**src/rtl/tfhe_axi_wr_burst_engine.sv**
```systemverilog
// AXI4 write-burst sequencer: streams PBS results to host memory one burst at a time.
// Optional macro TFHE_WR_ALIGN_CHECK_EN rejects a base address not aligned to one burst.
module tfhe_axi_wr_burst_engine #(
  parameter int unsigned ADDR_WIDTH = 64,
  parameter int unsigned DATA_WIDTH = 256,
  parameter int unsigned BURST_LEN  = 16,
  parameter int unsigned CNT_WIDTH  = 16
) (
  input  logic                  i_clk,
  input  logic                  i_reset,
  input  logic                  i_start,
  input  logic [ADDR_WIDTH-1:0] i_base_addr,
  input  logic [CNT_WIDTH-1:0]  i_num_bursts,
  output logic                  o_busy,
  output logic                  o_done,
  output logic                  o_err,
  input  logic [DATA_WIDTH-1:0] s_data,
  input  logic                  s_valid,
  output logic                  s_ready,
  output logic [ADDR_WIDTH-1:0] M_AXI_AWADDR,
  output logic                  M_AXI_AWVALID,
  input  logic                  M_AXI_AWREADY,
  output logic [DATA_WIDTH-1:0] M_AXI_WDATA,
  output logic                  M_AXI_WVALID,
  input  logic                  M_AXI_WREADY,
  output logic                  M_AXI_WLAST,
  input  logic [1:0]            M_AXI_BRESP,
  input  logic                  M_AXI_BVALID,
  output logic                  M_AXI_BREADY
);

  localparam int unsigned BurstBytesInt = BURST_LEN * DATA_WIDTH / 8;
  localparam logic [ADDR_WIDTH-1:0] BurstBytes = ADDR_WIDTH'(BurstBytesInt);
  localparam int unsigned BeatW = (BURST_LEN > 1) ? $clog2(BURST_LEN) : 1;
  localparam logic [BeatW-1:0] LastBeat = BeatW'(BURST_LEN - 1);
  localparam logic [CNT_WIDTH-1:0] OneBurst = CNT_WIDTH'(1);

  typedef enum logic [2:0] {
    StIdle,
    StAw,
    StW,
    StB,
    StDone
  } state_e;

  state_e                state_q, state_d;
  logic [ADDR_WIDTH-1:0] addr_q, addr_d;
  logic [CNT_WIDTH-1:0]  remain_q, remain_d;
  logic [BeatW-1:0]      beat_q, beat_d;
  logic                  err_q, err_d;
  logic                  misaligned;
  logic                  w_beat;

`ifdef TFHE_WR_ALIGN_CHECK_EN
  assign misaligned = (i_base_addr % BurstBytes) != '0;
`else
  assign misaligned = 1'b0;
`endif

  assign w_beat = s_valid && M_AXI_WREADY;

  always_ff @(posedge i_clk or posedge i_reset) begin
    if (i_reset) begin
      state_q  <= StIdle;
      addr_q   <= '0;
      remain_q <= '0;
      beat_q   <= '0;
      err_q    <= 1'b0;
    end else begin
      state_q  <= state_d;
      addr_q   <= addr_d;
      remain_q <= remain_d;
      beat_q   <= beat_d;
      err_q    <= err_d;
    end
  end

  always_comb begin
    state_d  = state_q;
    addr_d   = addr_q;
    remain_d = remain_q;
    beat_d   = beat_q;
    err_d    = err_q;
    unique case (state_q)
      StIdle: begin
        if (i_start) begin
          if (misaligned) begin
            err_d   = 1'b1;
            state_d = StDone;
          end else if (i_num_bursts == '0) begin
            err_d   = 1'b0;
            state_d = StDone;
          end else begin
            addr_d   = i_base_addr;
            remain_d = i_num_bursts;
            err_d    = 1'b0;
            state_d  = StAw;
          end
        end
      end
      StAw: begin
        if (M_AXI_AWREADY) begin
          beat_d  = '0;
          state_d = StW;
        end
      end
      StW: begin
        if (w_beat) begin
          if (beat_q == LastBeat) begin
            state_d = StB;
          end else begin
            beat_d = beat_q + 1'b1;
          end
        end
      end
      StB: begin
        if (M_AXI_BVALID) begin
          if (M_AXI_BRESP != 2'b00) begin
            err_d = 1'b1;
          end
          // Address wraps modulo 2^ADDR_WIDTH by natural overflow.
          if (remain_q > OneBurst) begin
            remain_d = remain_q - OneBurst;
            addr_d   = addr_q + BurstBytes;
            state_d  = StAw;
          end else begin
            state_d = StDone;
          end
        end
      end
      StDone: begin
        state_d = StIdle;
      end
      default: begin
        state_d = StIdle;
      end
    endcase
  end

  // Outputs decode from reset state registers, so they are all low while in reset.
  assign o_busy        = (state_q != StIdle);
  assign o_done        = (state_q == StDone);
  assign o_err         = (state_q == StDone) && err_q;
  assign M_AXI_AWADDR  = addr_q;
  assign M_AXI_AWVALID = (state_q == StAw);
  assign M_AXI_WDATA   = s_data;
  assign M_AXI_WVALID  = (state_q == StW) && s_valid;
  assign s_ready       = (state_q == StW) && M_AXI_WREADY;
  assign M_AXI_WLAST   = (state_q == StW) && (beat_q == LastBeat);
  assign M_AXI_BREADY  = (state_q == StB);

endmodule

```
**config.mk**
```make
export PLATFORM = sky130hd
export DESIGN_NAME = tfhe_axi_wr_burst_engine
export DESIGN_NICKNAME = d
export VERILOG_FILES = /design/src/rtl/tfhe_axi_wr_burst_engine.sv
export SDC_FILE = /design/constraint.sdc
export NUM_CORES = 1
export LEC_CHECK = 0
export BUFFER_PORTS_ARGS = -buffer_cell sky130_fd_sc_hd__buf_4
export CAP_MARGIN = 20
export CORE_AREA = 2 2 260 262
export DETAILED_ROUTE_END_ITERATION = 10
export DIE_AREA = 0 0 262 264
export PLACE_DENSITY = 0.3
export SYNTH_ARGS = -nofsm -noshare
export SYNTH_HDL_FRONTEND = slang
export SYNTH_SLANG_ARGS = --single-unit
export TNS_END_PERCENT = 5
```
**constraint.sdc**
```tcl
create_clock -name i_clk -period 3.5 [get_ports i_clk]
set_input_delay 0.35 -clock i_clk [delete_from_list [all_inputs] [get_ports i_clk]]
set_output_delay 0.35 -clock i_clk [all_outputs]
set_load 0.01 [all_outputs]
```
==> flow_metrics.tcl, run 1 <==
set metrics [dict create \
    grt_pass1_vias 6480 \
    die_w_um 262 \
    cts_tree "yes" \
    fin_util_pct 12.2 \
    leakagePower_nw 3.06 \
    cp_max_fo 38 \
    hold_slack_ns 0.0779 \
    r2r-start "remain_q[7]" \
    clock_sinks 88 \
    end_kind "flop" \
    num_rows 95 \
    rr_worst_depth 7 \
    crit_arrival_ns 3.01 \
    die_area_um2 69200 \
    dp_hpwl_um 25300 \
    timing.fmax_mhz 366 \
    cts_resized 0 \
    synthArstFlopShare_pct 100 \
    hp-class "input port to async pin" \
    rsz0062_at_grt "no" \
    port_buffers 160 \
    dp.cells 1688 \
    antenna_found_initial 3 \
    drive_above_1_share_pct 27.0 \
    grt_usage_pct 9.53 \
    seq_area_frac_synth_pct 29.7 \
    start_util_pct 11.1 \
    synth_nets 1280 \
    syn_inst 931 \
    fin_crit_ns 2.74 \
    cts_setup_buffers 0 \
    synth_warnings 0 \
    final.period_utilization_pct 78.2 \
    diodes 0 \
    netlist_area_um2 7410 \
    clockBufferDepth 2 \
    finalPower_w 0.00693 \
    r2r_slack_ns 0.76 \
    cts_made_buffers 9 \
    maxCapViolations 0 \
    cts-root-buf "clkbuf_16" \
    synth_cell_types 55 \
    drcViolationCount 0 \
    gp_congestion 0.716 \
    required_ns 3.77 \
    worst_pin_slew_ns 0.706 \
    synth_area_per_cell_um2 7.96 \
    core-area_um2 66600 \
    routed_wl_um 33200 \
    ios 673 \
    ant_nets 0 \
    avgRoutedWirePerCell_um 19.5 \
    grt.overflow.total 0 \
    synth_flop_cell "dfrtp_1" \
    r2r-end "M_AXI_AWADDR[28]" \
    vias 6268 \
    path_class "flop to flop" \
    p_per_area_nw_per_um2 852 \
    synth_most_common_cell "buf_4" \
    startpoint_type "flop" \
    synthToLayoutAreaGrowth_pct 9.83 \
    ys_ff_latch 88 \
    netlist_top_cells_count "buf_4 (261), dfrtp_1 (88), a21oi_1 (83), nor2_1 (80), o21ai_0 (70)" \
    synth_edf_count 0 \
    nNetsFinal 1175 \
    synth_top_area_share_pct 29.7 \
    tns_ns 0 \
    die_h_um 264 \
    synthTopCellsByArea "dfrtp_1 (30%), buf_4 (26%), a21oi_1 (5.6%)" \
    peakVddDrop_mv 0.258 \
    clk_pin_slew_ns 0.07 \
    status "finished, final reports clean" \
    htreeDepth 3 \
    slew_violations 0 \
    drt_iter0_markers 415 \
    via_per_inst 3.68 \
    grt_pass1_wl_um 47300 \
    grt_max_degree 115 \
    clk_latency_ns 0.38 \
    dr.pass1.iters 4 \
    clock_skew_ns 0.00976 \
    final-hold-violation-count 0 \
    setup_viol 0 \
    slew_headroom_pct 52.8 \
    synth_top_cell_by_area "dfrtp_1" \
    fin_cells 1704 \
    holdBufCountCts 0 \
]
## placed cells by master (no fill, tap or decap), types with 5 or more instances in the layout
master / synthesis / final
buf_4: 261 / 179
clkbuf_16: 0 / 9
a2bb2oi_1: 13 / 13
o22ai_1: 14 / 14
nand3_1: 28 / 27
nor2_1: 80 / 80
a21oi_1: 83 / 83
buf_12: 0 / 5
inv_1: 16 / 15
o22a_1: 14 / 14
and2_1: 8 / 8
and3_1: 9 / 9
dfrtp_1: 88 / 88
nor3_1: 20 / 20
nand4_1: 25 / 25
and4_1: 7 / 7
a31oi_1: 14 / 14
nor4_1: 12 / 11
a22oi_1: 5 / 5
mux2_2: 9 / 9
nand2_1: 50 / 50
o21ai_0: 70 / 70
## report_power, final
part	internal [W]	switching [W]
Sequential	0.00150	0.000699
Clock	0.000505	0.000499
Combinational	0.00155	0.00218
Total	0.00355	0.00338
## flip-flops by register name, indices dropped and copies added (netlist names)
register and flops:
state_q 3, err_q 1, M_AXI_AWADDR 64, beat_q 4
remain_q 16
## cell type report
class	instances	area [µm²]
Tap cell	873	1090
Timing Repair Buffer	185	1460
Sequential cell	88	2200
Multi-Input combinational cell	525	3040
Clock inverter	2	15.0
Fill cell	7679	58400
Inverter	17	68.8
Clock buffer	14	254
## critical path, stage by stage, from the launching register on
cell,delay (ns)
dfrtp_1,0.41
or3_4,0.41
or4_4,0.44
nor3_4,0.38
a211o_2,0.45
buf_12,0.26
a21oi_1,0.06
o22a_1,0.19
## worst max-delay path by stage
| stage | start | cells after the start | endpoint |
|---|---|---|---|
| 2_1_floorplan | i_reset | 1 | M_AXI_AWADDR[0] |
| 3_3_place_gp | remain_q[0] | 8 | remain_q[0] |
| 3_5_place_dp | remain_q[7] | 7 | M_AXI_AWADDR[28] |
| 4_1_cts | remain_q[7] | 7 | M_AXI_AWADDR[46] |
| 5_1_grt | remain_q[6] | 7 | M_AXI_AWADDR[46] |
| 6_report | remain_q[7] | 7 | M_AXI_AWADDR[28] |
## kinds of logic (layout without fill, tap and decap cells)
group / after synthesis / count (layout) / share of synthesized area [%]
buffers and inverters: 318 / 218 / 29.6
AOI/OAI and AO/OA: 248 / 248 / 20.4
and+or+nand+nor: 261 / 261 / 17.8
adders and majority gates: 4 / 4 / 0.676
DFF: 88 / 88 / 29.7
muxes: 12 / 12 / 1.77
## through the flow
stage / worst slack [ns] / area (µm²)
after detailed placement: 0.665 / 7870
after floorplan: 0.871 / 7410
final: 0.764 / 8140
after global placement: 0.532 / 7850
after CTS: 0.655 / 8140
after global routing: 0.569 / 8140
## metal layers
metal	track usage, %	up-vias	wire length, µm
li1	-	2845	-
met1	10.7	3003	12800
met2	15.0	281	15500
met3	3.88	133	3200
met4	5.89	6	1760
met5	0.356	-	36
No activity file was read; power rests on OpenSTA's default activity.
==> inputs of run 2 (changes only) <==
==> constraint.sdc (replaced) <==
create_clock -name i_clk -period 2.86 [get_ports i_clk]
set_input_delay 0.286 -clock i_clk [delete_from_list [all_inputs] [get_ports i_clk]]
set_output_delay 0.286 -clock i_clk [all_outputs]
set_load 0.01 [all_outputs]
==> flow_metrics.tcl, run 2 (same netlist as run 1, synthesis figures left out) <==
set metrics [dict create \
    clock_sinks 88 \
    antenna_found_initial 2 \
    vias 6265 \
    grt_pass1_vias 6443 \
    ant_nets 0 \
    final.period_utilization_pct 91.6 \
    ios 673 \
    routed_wl_um 33900 \
    avgRoutedWirePerCell_um 19.8 \
    final_common_cell "buf_4" \
    fin_area_um2 8190 \
    cts_tree "yes" \
    fin_util_pct 12.3 \
    cts_resized 0 \
    start_util_pct 11.1 \
    setup_viol 0 \
    p_int_w 0.00436 \
    slew_violations 0 \
    drcViolationCount 0 \
    hp-class "input port to flop" \
    final-hold-violation-count 0 \
    nNetsFinal 1187 \
    rsz0062_at_grt "no" \
    crit_arrival_ns 2.89 \
    dr.pass1.iters 5 \
    die_w_um 262 \
    grt_usage_pct 9.63 \
    tns_ns 0 \
    fillers 7691 \
    drive_above_1_share_pct 28.0 \
    finalPower_w 0.00851 \
    p_per_area_nw_per_um2 1040 \
    largest_register_ff_count 64 \
    num_rows 95 \
    p_sw_w 0.00415 \
    slew_headroom_pct 52.5 \
    pwr-share-comb_pct 54.9 \
    clock_skew_ns 0.0124 \
    clk_latency_ns 0.38 \
    port_buffers 160 \
    htreeDepth 3 \
    worst_pin_slew_ns 0.706 \
    grt_max_degree 89 \
    fin_crit_ns 2.62 \
    grt.overflow.total 0 \
    die_h_um 264 \
    path_class "flop to flop" \
    core-area_um2 66600 \
    clk_pin_slew_ns 0.07 \
    end_kind "flop" \
    via_per_inst 3.66 \
    rr_worst_depth 6 \
    peakVddDrop_mv 0.457 \
    cts-root-buf "clkbuf_16" \
    grt_pass1_wl_um 47500 \
    dp.cells 1699 \
    status "finished, final reports clean" \
    hold_path_depth 2 \
    leakagePower_nw 3.11 \
    startpoint_type "flop" \
    p_seq_share_pct 31.2 \
    cts_made_buffers 9 \
    drt_iter0_markers 321 \
    synthToLayoutAreaGrowth_pct 10.6 \
    fin_cells 1713 \
    most-common-layout-cells "buf_4 (192), dfrtp_1 (88), a21oi_1 (83), nor2_1 (80), o21ai_0 (70)" \
    die_area_um2 69200 \
    p_clk_share_pct 13.9 \
    required_ns 3.13 \
    dpl_cell_area_um2 7930 \
    clockBufferDepth 2 \
    cp_max_fo 9 \
    dp_hpwl_um 26100 \
    swShare_pct 48.7 \
    maxCapViolations 0 \
    gp_congestion 0.713 \
    timing.fmax_mhz 382 \
]
## run 2: changes by cell type in the layout (fill, tap and decap cells not counted), sizes merged
cell         change
buf             +11
clkbuf           -4
clkinv           +2
clkinvlp         -2
diode            +1
dlygate4sd3      +1
## run 2: metal layers
layer	up-vias	GRT usage, %	wire (µm)
met5	-	0.356	13
met3	142	4.04	3120
met1	2993	10.7	13000
li1	2859	-	-
met4	2	6.55	1950
met2	269	14.9	15800
## run 2: worst paths after layout
| kind | start | end | slack [ns] |
|---|---|---|---|
| min in group asynchronous | i_reset | beat_q[0] | 0.49 |
| max in group asynchronous | i_reset | M_AXI_AWADDR[14] | 1.62 |
| setup / recovery | M_AXI_AWADDR[16] | M_AXI_AWADDR[56] | 0.24 |
| hold / removal | i_start | err_q | 0.13 |
| hold reg to reg | beat_q[3] | beat_q[3] | 0.48 |
| setup reg to reg | M_AXI_AWADDR[16] | M_AXI_AWADDR[56] | 0.24 |
## run 2: per-stage QoR
| step | hold slack, ns | worst slack (ns) |
|---|---|---|
| after global placement | 0.364 | 0.115 |
| after detailed placement | 0.359 | 0.118 |
| after CTS | 0.0941 | 0.219 |
| after global routing | 0.123 | 0.0290 |
| final | 0.131 | 0.240 |
| after floorplan | 0.389 | 0.295 |
## run 2: layout make-up
class | instances | area, µm² | area share [%]
Sequential cell | 88 | 2200 | 26.9
Clock buffer | 10 | 239 | 2.92
Multi-Input combinational cell | 525 | 3040 | 37.2
Inverter | 17 | 68.8 | 0.840
Tap cell | 873 | 1090 | 13.3
Clock inverter | 2 | 10.0 | 0.122
Antenna cell | 1 | 2.50 | 0.0306
Timing Repair Buffer | 197 | 1530 | 18.7
## run 2: critical path: stages (launching register included)
cell	delay [ns]
dfrtp_1	0.50
nand4_1	0.26
nor4_4	0.45
nand3_2	0.28
or4_1	0.64
o22a_1	0.21
o22a_1	0.17
## run 2: power groups by stage
stage	Sequential, W	Clock, W	Combinational [W]
6_report	0.00266	0.00118	0.00467
5_1_grt	0.00278	0.00128	0.00523
4_1_cts	0.00267	0.00126	0.00483
3_5_place_dp	0.00268	0	0.00481
3_3_place_gp	0.00269	0	0.00479
2_1_floorplan	0.00261	0	0.00287
## run 2: repair_timing
| action | in CTS | in global routing |
|---|---|---|
| hold buffers | 1 | 0 |
| endpoints found under the hold margin | 30 | 0 |
| setup buffers | 0 | 0 |
| endpoints found under the setup margin | 0 | 1 |
